## config.mk

```make
export PLATFORM = sky130hd
export DESIGN_NAME = debug_dump_sequencer_flat
export DESIGN_NICKNAME = d
export VERILOG_FILES = /design/src/rtl/debug_pkg.sv /design/src/rtl/debug_dump_sequencer_if.sv /design/src/rtl/tx_word_serializer.sv /design/src/rtl/debug_dump_sequencer.sv /design/src/flat_wrapper.sv
export SDC_FILE = /design/constraint.sdc
export NUM_CORES = 1
export LEC_CHECK = 0
export ABC_AREA = 1
export ABC_CLOCK_PERIOD_IN_PS = 2000
export BUFFER_PORTS_ARGS = -buffer_cell sky130_fd_sc_hd__buf_2
export CELL_PAD_IN_SITES_DETAIL_PLACEMENT = 0
export CELL_PAD_IN_SITES_GLOBAL_PLACEMENT = 1
export CORE_ASPECT_RATIO = 0.6
export CORE_MARGIN = 5
export CORE_UTILIZATION = 38
export CTS_CLUSTER_DIAMETER = 30
export DETAILED_ROUTE_END_ITERATION = 7
export PLACE_DENSITY = 0.86
export SYNTH_ARGS = -nofsm -noshare
export SYNTH_HDL_FRONTEND = slang
export SYNTH_HIERARCHICAL = 1
export SYNTH_SLANG_ARGS = --single-unit
```

## constraint.sdc

```tcl
create_clock -name clk -period 2 [get_ports clk]
set_input_delay 0.1 -clock clk [delete_from_list [all_inputs] [get_ports clk]]
set_output_delay 0.1 -clock clk [all_outputs]
set_load 0.01 [all_outputs]
```

## src/rtl/debug_pkg.sv

```systemverilog
// Types and constants shared by the debug dump sequencer and its byte serializer.
package debug_pkg;

  localparam int BYTES_PER_WORD  = 4;
  localparam int NB_BYTE_CNT     = $clog2(BYTES_PER_WORD);
  localparam int NB_WORD_IDX     = 7;
  localparam int DEF_N_REGS      = 32;
  localparam int DEF_N_MEM_WORDS = 32;

  typedef logic [NB_WORD_IDX-1:0] word_idx_t;

  // Stream layout: PC, cycle count, register file, then data memory.
  localparam word_idx_t IDX_PC   = 7'd0;
  localparam word_idx_t IDX_CYC  = 7'd1;
  localparam word_idx_t IDX_REG0 = 7'd2;

  function automatic word_idx_t idx_mem0(input int n_regs);
    return word_idx_t'(int'(IDX_REG0) + n_regs);
  endfunction

  function automatic word_idx_t total_words(input int n_regs, input int n_mem_words);
    return word_idx_t'(int'(IDX_REG0) + n_regs + n_mem_words);
  endfunction

  localparam word_idx_t IDX_MEM0    = idx_mem0(DEF_N_REGS);
  localparam word_idx_t TOTAL_WORDS = total_words(DEF_N_REGS, DEF_N_MEM_WORDS);

  typedef enum logic [2:0] {
    IDLE,
    FETCH,
    LATCH,
    START,
    WAIT,
    DONE
  } state_e;

endpackage

```

## src/rtl/debug_dump_sequencer_if.sv

```systemverilog
// Debugger request, register/memory read ports and UART TX handshake of the
// dump sequencer; slave is the sequencer side, master the surrounding system.
interface debug_dump_sequencer_if #(
  parameter int NB_DATA     = 32,
  parameter int NB_REG_ADDR = 5,
  parameter int NB_MEM_ADDR = 5,
  parameter int NB_BYTE     = 8
);

  logic                   i_dump_req;
  logic [NB_DATA-1:0]     i_pc;
  logic [NB_DATA-1:0]     i_cycle_count;
  logic [NB_REG_ADDR-1:0] o_reg_addr;
  logic [NB_DATA-1:0]     i_reg_data;
  logic [NB_MEM_ADDR-1:0] o_mem_addr;
  logic [NB_DATA-1:0]     i_mem_data;
  logic [NB_BYTE-1:0]     o_tx_data;
  logic                   o_tx_start;
  logic                   i_tx_done;
  logic                   o_busy;
  logic                   o_done;

  modport slave (
    input  i_dump_req, i_pc, i_cycle_count, i_reg_data, i_mem_data, i_tx_done,
    output o_reg_addr, o_mem_addr, o_tx_data, o_tx_start, o_busy, o_done
  );

  modport master (
    output i_dump_req, i_pc, i_cycle_count, i_reg_data, i_mem_data, i_tx_done,
    input  o_reg_addr, o_mem_addr, o_tx_data, o_tx_start, o_busy, o_done
  );

endinterface

```

## src/rtl/tx_word_serializer.sv

```systemverilog
// Captures one word and sends it as BYTES_PER_WORD bytes, LSB first, over the
// UART start/done handshake; word_sent pulses with the last byte's done.
module tx_word_serializer
  import debug_pkg::*;
#(
  parameter int NB_DATA = 32,
  parameter int NB_BYTE = 8
) (
  input  logic               clk,
  input  logic               rst,
  input  logic               word_valid,
  input  logic [NB_DATA-1:0] word_data,
  input  logic               tx_done,
  output logic [NB_BYTE-1:0] tx_data,
  output logic               tx_start,
  output logic               word_sent
);

  localparam logic [NB_BYTE_CNT-1:0] LAST_BYTE = NB_BYTE_CNT'(BYTES_PER_WORD - 1);

  state_e                 state_q, state_d;
  logic [NB_DATA-1:0]     shift_q, shift_d;
  logic [NB_BYTE_CNT-1:0] byte_cnt_q, byte_cnt_d;
  logic                   last_byte;

  assign last_byte = (byte_cnt_q == LAST_BYTE);

  always_ff @(posedge clk) begin
    // NOTE: state is updated with non-blocking assignments so every flop samples pre-edge values.
    if (rst) begin
      state_q    <= IDLE;
      shift_q    <= '0;
      byte_cnt_q <= '0;
    end else begin
      state_q    <= state_d;
      shift_q    <= shift_d;
      byte_cnt_q <= byte_cnt_d;
    end
  end

  always_comb begin
    // NOTE: default first so every path assigns state_d and no latch is inferred.
    state_d = state_q;
    unique case (state_q)
      IDLE:    if (word_valid) state_d = LATCH;
      LATCH:   state_d = START;
      // A done pulse coincident with START is not ours; only WAIT listens.
      START:   state_d = WAIT;
      WAIT:    if (tx_done) state_d = last_byte ? IDLE : START;
      default: state_d = IDLE;
    endcase
  end

  always_comb begin
    shift_d    = shift_q;
    byte_cnt_d = byte_cnt_q;
    if (state_q == LATCH) begin
      shift_d    = word_data;
      byte_cnt_d = '0;
    end else if (state_q == WAIT && tx_done && !last_byte) begin
      shift_d    = shift_q >> NB_BYTE;
      byte_cnt_d = byte_cnt_q + 1'b1;
    end
  end

  always_comb begin
    tx_start  = (state_q == START);
    tx_data   = shift_q[NB_BYTE-1:0];
    word_sent = (state_q == WAIT) && tx_done && last_byte;
  end

endmodule

```

## src/rtl/debug_dump_sequencer.sv

```systemverilog
// Streams PC, cycle count, register file and data memory out of the debug unit
// over the shared UART TX; owns word sequencing and read-address generation.
module debug_dump_sequencer
  import debug_pkg::*;
#(
  parameter int NB_DATA     = 32,
  parameter int N_REGS      = DEF_N_REGS,
  parameter int NB_REG_ADDR = 5,
  parameter int N_MEM_WORDS = DEF_N_MEM_WORDS,
  parameter int NB_MEM_ADDR = 5,
  parameter int NB_BYTE     = 8
) (
  input logic                   clk,
  input logic                   rst,
  debug_dump_sequencer_if.slave bus
);

  localparam word_idx_t               MEM0_IDX      = idx_mem0(N_REGS);
  localparam word_idx_t               LAST_IDX      = total_words(N_REGS, N_MEM_WORDS) - 1'b1;
  localparam logic [NB_REG_ADDR-1:0]  REG_ADDR_LAST = NB_REG_ADDR'(N_REGS - 1);
  localparam logic [NB_MEM_ADDR-1:0]  MEM_ADDR_LAST = NB_MEM_ADDR'(N_MEM_WORDS - 1);

  state_e                 state_q, state_d;
  word_idx_t              word_idx_q, word_idx_d;
  logic [NB_REG_ADDR-1:0] reg_addr_q, reg_addr_d;
  logic [NB_MEM_ADDR-1:0] mem_addr_q, mem_addr_d;
  logic [NB_DATA-1:0]     pc_snap_q, pc_snap_d;
  logic [NB_DATA-1:0]     cyc_snap_q, cyc_snap_d;
  logic [NB_DATA-1:0]     word_data;
  logic                   word_valid;
  logic                   word_sent;
  logic                   in_reg_sec;
  logic                   in_mem_sec;
  logic [NB_BYTE-1:0]     tx_data;
  logic                   tx_start;

  assign in_reg_sec = (word_idx_q >= IDX_REG0) && (word_idx_q < MEM0_IDX);
  assign in_mem_sec = (word_idx_q >= MEM0_IDX);

  always_ff @(posedge clk) begin
    if (rst) begin
      state_q    <= IDLE;
      word_idx_q <= '0;
      reg_addr_q <= '0;
      mem_addr_q <= '0;
      pc_snap_q  <= '0;
      cyc_snap_q <= '0;
    end else begin
      state_q    <= state_d;
      word_idx_q <= word_idx_d;
      reg_addr_q <= reg_addr_d;
      mem_addr_q <= mem_addr_d;
      pc_snap_q  <= pc_snap_d;
      cyc_snap_q <= cyc_snap_d;
    end
  end

  always_comb begin
    state_d = state_q;
    unique case (state_q)
      IDLE:    if (bus.i_dump_req) state_d = FETCH;
      FETCH:   state_d = WAIT;
      WAIT:    if (word_sent) state_d = (word_idx_q == LAST_IDX) ? DONE : FETCH;
      DONE:    state_d = IDLE;
      default: state_d = IDLE;
    endcase
  end

  // Snapshots and counters restart on an accepted request; addresses advance
  // once per sent word of their section and stick at the last entry.
  always_comb begin
    pc_snap_d  = pc_snap_q;
    cyc_snap_d = cyc_snap_q;
    word_idx_d = word_idx_q;
    reg_addr_d = reg_addr_q;
    mem_addr_d = mem_addr_q;
    if (state_q == IDLE && bus.i_dump_req) begin
      pc_snap_d  = bus.i_pc;
      cyc_snap_d = bus.i_cycle_count;
      word_idx_d = IDX_PC;
      reg_addr_d = '0;
      mem_addr_d = '0;
    end else if (word_sent) begin
      if (word_idx_q != LAST_IDX) word_idx_d = word_idx_q + 1'b1;
      if (in_reg_sec && reg_addr_q != REG_ADDR_LAST) reg_addr_d = reg_addr_q + 1'b1;
      if (in_mem_sec && mem_addr_q != MEM_ADDR_LAST) mem_addr_d = mem_addr_q + 1'b1;
    end
  end

  always_comb begin
    if (word_idx_q == IDX_PC)       word_data = pc_snap_q;
    else if (word_idx_q == IDX_CYC) word_data = cyc_snap_q;
    else if (in_reg_sec)            word_data = bus.i_reg_data;
    else                            word_data = bus.i_mem_data;
  end

  always_comb begin
    word_valid = (state_q == FETCH);
    bus.o_busy = (state_q != IDLE);
    bus.o_done = (state_q == DONE);
  end

  assign bus.o_reg_addr = reg_addr_q;
  assign bus.o_mem_addr = mem_addr_q;
  assign bus.o_tx_data  = tx_data;
  assign bus.o_tx_start = tx_start;

  tx_word_serializer #(
    .NB_DATA (NB_DATA),
    .NB_BYTE (NB_BYTE)
  ) u_serializer (
    .clk        (clk),
    .rst        (rst),
    .word_valid (word_valid),
    .word_data  (word_data),
    .tx_done    (bus.i_tx_done),
    .tx_data    (tx_data),
    .tx_start   (tx_start),
    .word_sent  (word_sent)
  );

endmodule

```

## src/flat_wrapper.sv

```systemverilog
// flat-port wrapper written by rule: the top's interface ports become plain ports
module debug_dump_sequencer_flat import debug_pkg::*;
#(
  parameter int NB_DATA     = 32,
  parameter int N_REGS      = DEF_N_REGS,
  parameter int NB_REG_ADDR = 5,
  parameter int N_MEM_WORDS = DEF_N_MEM_WORDS,
  parameter int NB_MEM_ADDR = 5,
  parameter int NB_BYTE     = 8
)
  (clk, rst, bus_i_dump_req, bus_i_pc, bus_i_cycle_count, bus_i_reg_data, bus_i_mem_data, bus_i_tx_done, bus_o_reg_addr, bus_o_mem_addr, bus_o_tx_data, bus_o_tx_start, bus_o_busy, bus_o_done);
  debug_dump_sequencer_if #(.NB_DATA(NB_DATA), .NB_REG_ADDR(NB_REG_ADDR), .NB_MEM_ADDR(NB_MEM_ADDR), .NB_BYTE(NB_BYTE)) bus_i ();
  input logic clk;
  input logic rst;
  input wire logic [$bits(bus_i.i_dump_req)-1:0] bus_i_dump_req;
  input wire logic [$bits(bus_i.i_pc)-1:0] bus_i_pc;
  input wire logic [$bits(bus_i.i_cycle_count)-1:0] bus_i_cycle_count;
  input wire logic [$bits(bus_i.i_reg_data)-1:0] bus_i_reg_data;
  input wire logic [$bits(bus_i.i_mem_data)-1:0] bus_i_mem_data;
  input wire logic [$bits(bus_i.i_tx_done)-1:0] bus_i_tx_done;
  output wire logic [$bits(bus_i.o_reg_addr)-1:0] bus_o_reg_addr;
  output wire logic [$bits(bus_i.o_mem_addr)-1:0] bus_o_mem_addr;
  output wire logic [$bits(bus_i.o_tx_data)-1:0] bus_o_tx_data;
  output wire logic [$bits(bus_i.o_tx_start)-1:0] bus_o_tx_start;
  output wire logic [$bits(bus_i.o_busy)-1:0] bus_o_busy;
  output wire logic [$bits(bus_i.o_done)-1:0] bus_o_done;
  assign bus_i.i_dump_req = bus_i_dump_req;
  assign bus_i.i_pc = bus_i_pc;
  assign bus_i.i_cycle_count = bus_i_cycle_count;
  assign bus_i.i_reg_data = bus_i_reg_data;
  assign bus_i.i_mem_data = bus_i_mem_data;
  assign bus_i.i_tx_done = bus_i_tx_done;
  assign bus_o_reg_addr = bus_i.o_reg_addr;
  assign bus_o_mem_addr = bus_i.o_mem_addr;
  assign bus_o_tx_data = bus_i.o_tx_data;
  assign bus_o_tx_start = bus_i.o_tx_start;
  assign bus_o_busy = bus_i.o_busy;
  assign bus_o_done = bus_i.o_done;
  debug_dump_sequencer #(.NB_DATA(NB_DATA), .N_REGS(N_REGS), .NB_REG_ADDR(NB_REG_ADDR), .N_MEM_WORDS(N_MEM_WORDS), .NB_MEM_ADDR(NB_MEM_ADDR), .NB_BYTE(NB_BYTE)) u_core (.clk(clk), .rst(rst), .bus(bus_i));
endmodule
```

==> summary.md, run 1 <==
| Metric | Value |
|---|---|
| Synthesized area | `6450 um2` |
| Syn nets | `1118` |
| Worst hold path type | `in2reg` |
| CP endpoint kind | `register` |
| Switching power | `1.70 mW` |
| Post-synthesis register bit count | `120` |
| Crit-path max FO | `6` |
| WL final | `21500 um` |
| Worst-Skew Late Latency | `420 ps` |
| Seq/Total Area, Yosys | `0.372` |
| Total core area | `16400 um2` |
| Final Power | `6.50 mW` |
| IO Port Bufs | `152` |
| Non-Filler Cell Area, Final | `8710 um2` |
| Crit path largest cell delay | `330 ps` |
| Pin count of the biggest net entering global routing | `47` |
| Clock Skew | `13.5 ps` |
| Gp weighted congestion | `0.880` |
| Most frequent cell after synthesis | `nand2_1` |
| Fin crit period | `1880 ps` |
| Total GRT Usage | `0.213` |
| Layout cells sized above 1 | `0.218` |
| Comb power frac | `0.144` |
| P_int | `4.80 mW` |
| Final Max Tran Viols | `0` |
| Syn-to-layout area delta | `35.0%` |
| Largest cells by area after synthesis | `dfxtp_1 37%, nand2_1 22%, a21oi_1 9.0%` |
| Initial antenna violation count | `0` |
| CTS tree | `yes` |
| Initial core utilization | `0.392` |
| Crit path cell chain | `inv_1, ha_1, a21oi_2, nand2_2, nand3_4, buf_12, nand2_1, nand3_2, nand2_2, nand2_2, nand4_1, nand2_1, nand2_1, a21oi_2` |
| Sequential Power Share | `0.397` |
| Cells after Synth | `977` |
| Share of the synthesized area in the top cell type | `0.372` |
| DRC | `0` |
| Critical Setup Path Class | `reg2reg` |
| Final HPWL DP | `14700 um` |
| Max Cap Violations | `0` |
| Clock power frac | `0.460` |
| Hold Fails Final Rpt | `0` |
| Synth async-reset ratio | `0` |
| Slew margin rel. | `0.609` |
| Ys flop type | `dfxtp_1` |
| Pre-antenna DRT Iters | `5` |
| Via density | `4.98` |
| Clock-pin slew on the worst setup and hold paths | `50 ps` |
| CTS buffer count | `17` |
| Max Root-Sink Buffers | `2` |
| Final net count | `1313` |
| Req. time, crit path | `2340 ps` |
| Gr ovfl total | `0` |
| Root Driver | `clkbuf_16` |
| Slew @ Worst Pin | `585 ps` |
| Fmax | `531 MHz` |
| Distinct cells, synth | `33` |
| Status | `complete, no violations` |
| Die height | `111 um` |
| DR WL/cell | `15.2 um` |
| Routed Antenna Nets | `0` |
| H-Tree Depth | `4` |
| I/O pins | `153` |
| LEAKAGE | `4.04 nW` |
| DR vias | `7030` |
| Sw Ratio | `0.262` |
| Peak VDD IR | `485 uV` |
| Most frequent cells after synthesis | `374 x nand2_1, 120 x dfxtp_1, 116 x a21oi_1, 94 x nand3_1, 80 x nor2_1` |
| Buf+Inv Stages, Crit Path | `2` |
| Drt first-iter violations | `572` |
| Global-route wire length before repair | `34100 um` |
| # fillers | `1660` |
| # setup viols final | `0` |
| Vias in the first global route | `6576` |
| Placed inst area | `7340 um2` |
| Synthesis Warnings | `6` |
| Synth area leader | `dfxtp_1` |
| Pwr Density | `747 nW/um2` |
| CP startpoint kind | `register` |
| Die Area | `19800 um2` |
| Number of flops mapped to enable cells by yosys | `0` |
| Slowest stage cell, crit path | `dfxtp_1` |
| Tcrit/Tclk final | `0.942` |
| Delay-heaviest family, CP | `simple AND/OR/NAND/NOR gates` |
| Sink Count | `120` |
| Die Width | `178 um` |
| WP data arrival | `2220 ps` |
| # diodes | `0` |
| Synth Area per Inst | `6.60 um2` |
| # rows | `36` |
registers in the layout (all words and copies together), names as in the netlist:
name                            flops
u_core/word_idx_q                   7
u_core/u_serializer/byte_cnt_q      2
u_core/u_serializer/state_q         3
u_core/bus.o_reg_addr               5
u_core/cyc_snap_q                  32
u_core/bus.o_mem_addr               5
u_core/pc_snap_q                   32
u_core/u_serializer/shift_q        32
u_core/state_q                      2
placed cells by master, fill, tap and decap left out, types with 2 or more instances in the layout:
cell	netlist	layout
nand3_4	1	2
nand3_1	94	93
nand2_1	374	369
nor2_4	2	4
bufinv_16	0	2
o21ai_0	5	5
nor3_1	3	3
dfxtp_2	0	3
buf_12	0	8
clkinvlp_4	0	2
nor2_1	80	80
inv_2	6	8
dlygate4sd3_1	0	65
buf_2	28	151
clkinv_2	0	5
dfxtp_1	120	117
nand3_2	12	12
buf_6	12	2
clkbuf_16	0	20
ha_1	9	9
clkbuf_8	0	3
a21oi_2	0	2
nand4_1	33	33
xor2_1	4	4
a21oi_1	116	114
buf_4	15	23
inv_1	28	25
nand2_2	1	6
path summary, 6_finish.rpt:
kind,to,startpoint,cells after the start,slack [ps]
max,u_core/u_serializer/shift_q[19],u_core/word_idx_q[0],14,120
min,u_core/u_serializer/byte_cnt_q[0],bus_i_tx_done,3,20
min reg2reg,u_core/pc_snap_q[16],u_core/pc_snap_q[16],2,460
max reg2reg,u_core/u_serializer/shift_q[19],u_core/word_idx_q[0],14,120
per-stage QoR:
stage	utilization	setup TNS [ps]	instances	hold slack (ps)	setup slack (ps)
2_1_floorplan	-	0	977	190	196
3_3_place_gp	0.447	0	1312	353	109
3_5_place_dp	0.447	0	1312	356	65.5
4_1_cts	0.521	0	1407	9.91	61.1
5_1_grt	0.530	-24.9	1411	36.4	-11.8
6_report	0.530	0	1411	24.5	115
layout make-up:
class                   count  area, um2  share of cell area
flip-flops and latches    120       2410               0.276
multi-input cells         747       3480               0.399
well taps                 228        285              0.0328
clock buffers              21        470              0.0540
repair buffers            252       1840               0.211
inverters                  34        133              0.0152
clock inverters             9        100              0.0115
logic make-up after synthesis:
kind of cell               share of synthesized area
AOI/OAI and AO/OA                              0.100
xor gates and xnor gates                     0.00543
adders and majority gates                     0.0175
buffers and inverters                         0.0956
DFF                                            0.372
and+or+nand+nor                                0.409
layer usage:
| layer | part of all wire | vias up | GRT usage |
|---|---|---|---|
| li1 | - | 3563 | - |
| met1 | 0.49 | 3196 | 0.315 |
| met2 | 0.42 | 244 | 0.306 |
| met3 | 0.075 | 27 | 0.0457 |
| met4 | 0.018 | 0 | 0.0664 |
| met5 | 0 | - | 0 |
power by group through the flow:
stage / Combinational (mW) / Sequential, mW / Clock, mW
floorplan: 0.568 / 2.61 / 0
global placement: 0.826 / 2.63 / 0
detailed placement: 0.826 / 2.63 / 0
CTS: 0.930 / 2.58 / 3.06
global route: 1.04 / 2.59 / 3.16
finish: 0.934 / 2.58 / 2.99
worst reg2reg max path, stage by stage, from the launching register on:
cell     delay, ps
dfxtp_1        330
inv_1           80
ha_1           210
a21oi_2        140
nand2_2        100
nand3_4        150
buf_12         150
nand2_1         60
nand3_2         70
nand2_2         70
nand2_2         70
nand4_1         90
nand2_1         90
nand2_1         70
a21oi_2        150
what timing repair did:
item                                    4_1_cts  5_1_grt
hold endpoints to repair                     65        0
resized for setup                             0       20
buffers inserted                              0        1
hold buffers                                 65        0
endpoints found under the setup margin        0       31
Note: power is estimated with default switching activity, not from simulation.
==> run 2: changes to the inputs <==
==> constraint.sdc (replaced) <==
create_clock -name clk -period 2 [get_ports clk]
set_input_delay 0.3 -clock clk [delete_from_list [all_inputs] [get_ports clk]]
set_output_delay 0.3 -clock clk [all_outputs]
set_load 0.01 [all_outputs]
==> summary.md, run 2 (synthesis gave the netlist of run 1 again) <==
| Metric | Value |
|---|---|
| Status | `complete, no violations` |
| # setup viols final | `0` |
| Max Cap Violations | `0` |
| Fin crit period | `1950 ps` |
| Worst hold path type | `in2reg` |
| Worst-Skew Late Latency | `410 ps` |
| Layout cells sized above 1 | `0.244` |
| Die height | `111 um` |
| Slew margin rel. | `0.628` |
| Placed inst area | `7340 um2` |
| Non-Filler Cell Area, Final | `8270 um2` |
| Req. time, crit path | `2340 ps` |
| DRC | `0` |
| Root Driver | `clkbuf_16` |
| Pre-antenna DRT Iters | `5` |
| Total GRT Usage | `0.208` |
| Crit-path max FO | `7` |
| Die Area | `19800 um2` |
| I/O pins | `153` |
| Regs by FF count | `u_core/cyc_snap_q: 32 flops, u_core/pc_snap_q: 32 flops, u_core/u_serializer/shift_q: 32 flops` |
| Sink Count | `120` |
| Initial antenna violation count | `0` |
| Pwr Density | `805 nW/um2` |
| DR WL/cell | `16.3 um` |
| Final Max Tran Viols | `0` |
| CP endpoint kind | `register` |
| Final cell count without fillers | `1357` |
| CTS buffer count | `17` |
| LEAKAGE | `3.87 nW` |
| Slew @ Worst Pin | `558 ps` |
| Clock Skew | `10.4 ps` |
| Tcrit/Tclk final | `0.976` |
| Placed insts | `1311` |
| Syn-to-layout area delta | `28.3%` |
| IO Port Bufs | `152` |
| Post-place setup slack | `61.4 ps` |
| Final HPWL DP | `14600 um` |
| Most common cell after layout, fill and taps aside | `nand2_1` |
| Drt first-iter violations | `531` |
| Gp weighted congestion | `0.877` |
| CTS tree | `yes` |
| H-Tree Depth | `4` |
| Hold Fails Final Rpt | `0` |
| Clock-pin slew on the worst setup and hold paths | `60 ps` |
| Initial core utilization | `0.392` |
| Routed Antenna Nets | `0` |
| # rows | `36` |
| Unrepaired setup endpoints after global routing | `true` |
| Via density | `5.11` |
| Pin count of the biggest net entering global routing | `47` |
| Max Root-Sink Buffers | `2` |
| # fillers | `1684` |
| Critical Setup Path Class | `reg2reg` |
| Final net count | `1256` |
| Global-route wire length before repair | `33500 um` |
| Vias in the first global route | `6386` |
| Total core area | `16400 um2` |
| Peak VDD IR | `563 uV` |
| Worst Slack Setup Final | `47.9 ps` |
| Gr ovfl total | `0` |
| Die Width | `178 um` |
| WL final | `22100 um` |
| Min Hold Slack | `134 ps` |
| DR vias | `6934` |
| Commonest non-fill, non-tap cells in the layout | `369 x nand2_1, 151 x buf_2, 116 x dfxtp_1, 111 x a21oi_1, 91 x nand3_1` |
| CP startpoint kind | `register` |
| WP data arrival | `2290 ps` |
| Fmax | `512 MHz` |
## run 2: metal layers
metal / wire, um / share of wire / GRT usage / up-vias
li1: - / - / - / 3455
met1: 10900 / 0.49 / 0.316 / 3211
met2: 9240 / 0.42 / 0.298 / 248
met3: 1720 / 0.078 / 0.0440 / 20
met4: 228 / 0.010 / 0.0506 / 0
met5: 0 / 0 / 0 / -
## run 2: layout make-up
class,instances,area (um2),area share
clock buffer,20,447,0.0540
antenna,1,2.50,0.000302
clock inverter,12,175,0.0212
sequential,120,2410,0.291
inverter,34,133,0.0160
timing repair buffer,195,1320,0.160
tap,228,285,0.0345
multi-input combinational,747,3500,0.423
## run 2: critical path, stage by stage, from the launching register on
cell and delay, ps:
dfxtp_2 330, inv_2 40, ha_1 200, a21oi_2 150, nand2_2 120, buf_6 150
clkbuf_16 160, nand4_1 90, nand3_2 100, a21oi_2 150, nand4_1 110, nand2_1 80
nand2_1 60, a21oi_1 140
## run 2: report_power, final
part           total (mW)  internal [mW]  switching (mW)
clock                3.24           2.11            1.13
sequential           2.58           2.51          0.0690
combinational       0.840          0.302           0.538
## run 2: metrics by stage
stage	TNS [ps]	power, mW	util
2_1_floorplan	0	3.18	-
3_3_place_gp	0	3.45	0.446
3_5_place_dp	0	3.45	0.446
4_1_cts	0	6.70	0.484
5_1_grt	-133	6.94	0.503
6_report	0	6.66	0.503
## run 2: worst paths after layout
path / slack (ps) / endpoint / startpoint / cells past startpoint
worst max register to register: 50 / u_core/u_serializer/shift_q[10] / u_core/word_idx_q[0] / 13
worst max-delay path: 50 / u_core/u_serializer/shift_q[10] / u_core/word_idx_q[0] / 13
worst min register to register: 460 / u_core/cyc_snap_q[16] / u_core/cyc_snap_q[16] / 2
worst min-delay path: 130 / u_core/cyc_snap_q[27] / bus_i_cycle_count[27] / 3
## run 2: timing repair
action | 4_1_cts | 5_1_grt
endpoints found under the setup margin | 0 | 31
resized for setup | 0 | 33
setup buffers | 0 | 6
hold buffers | 0 | 0
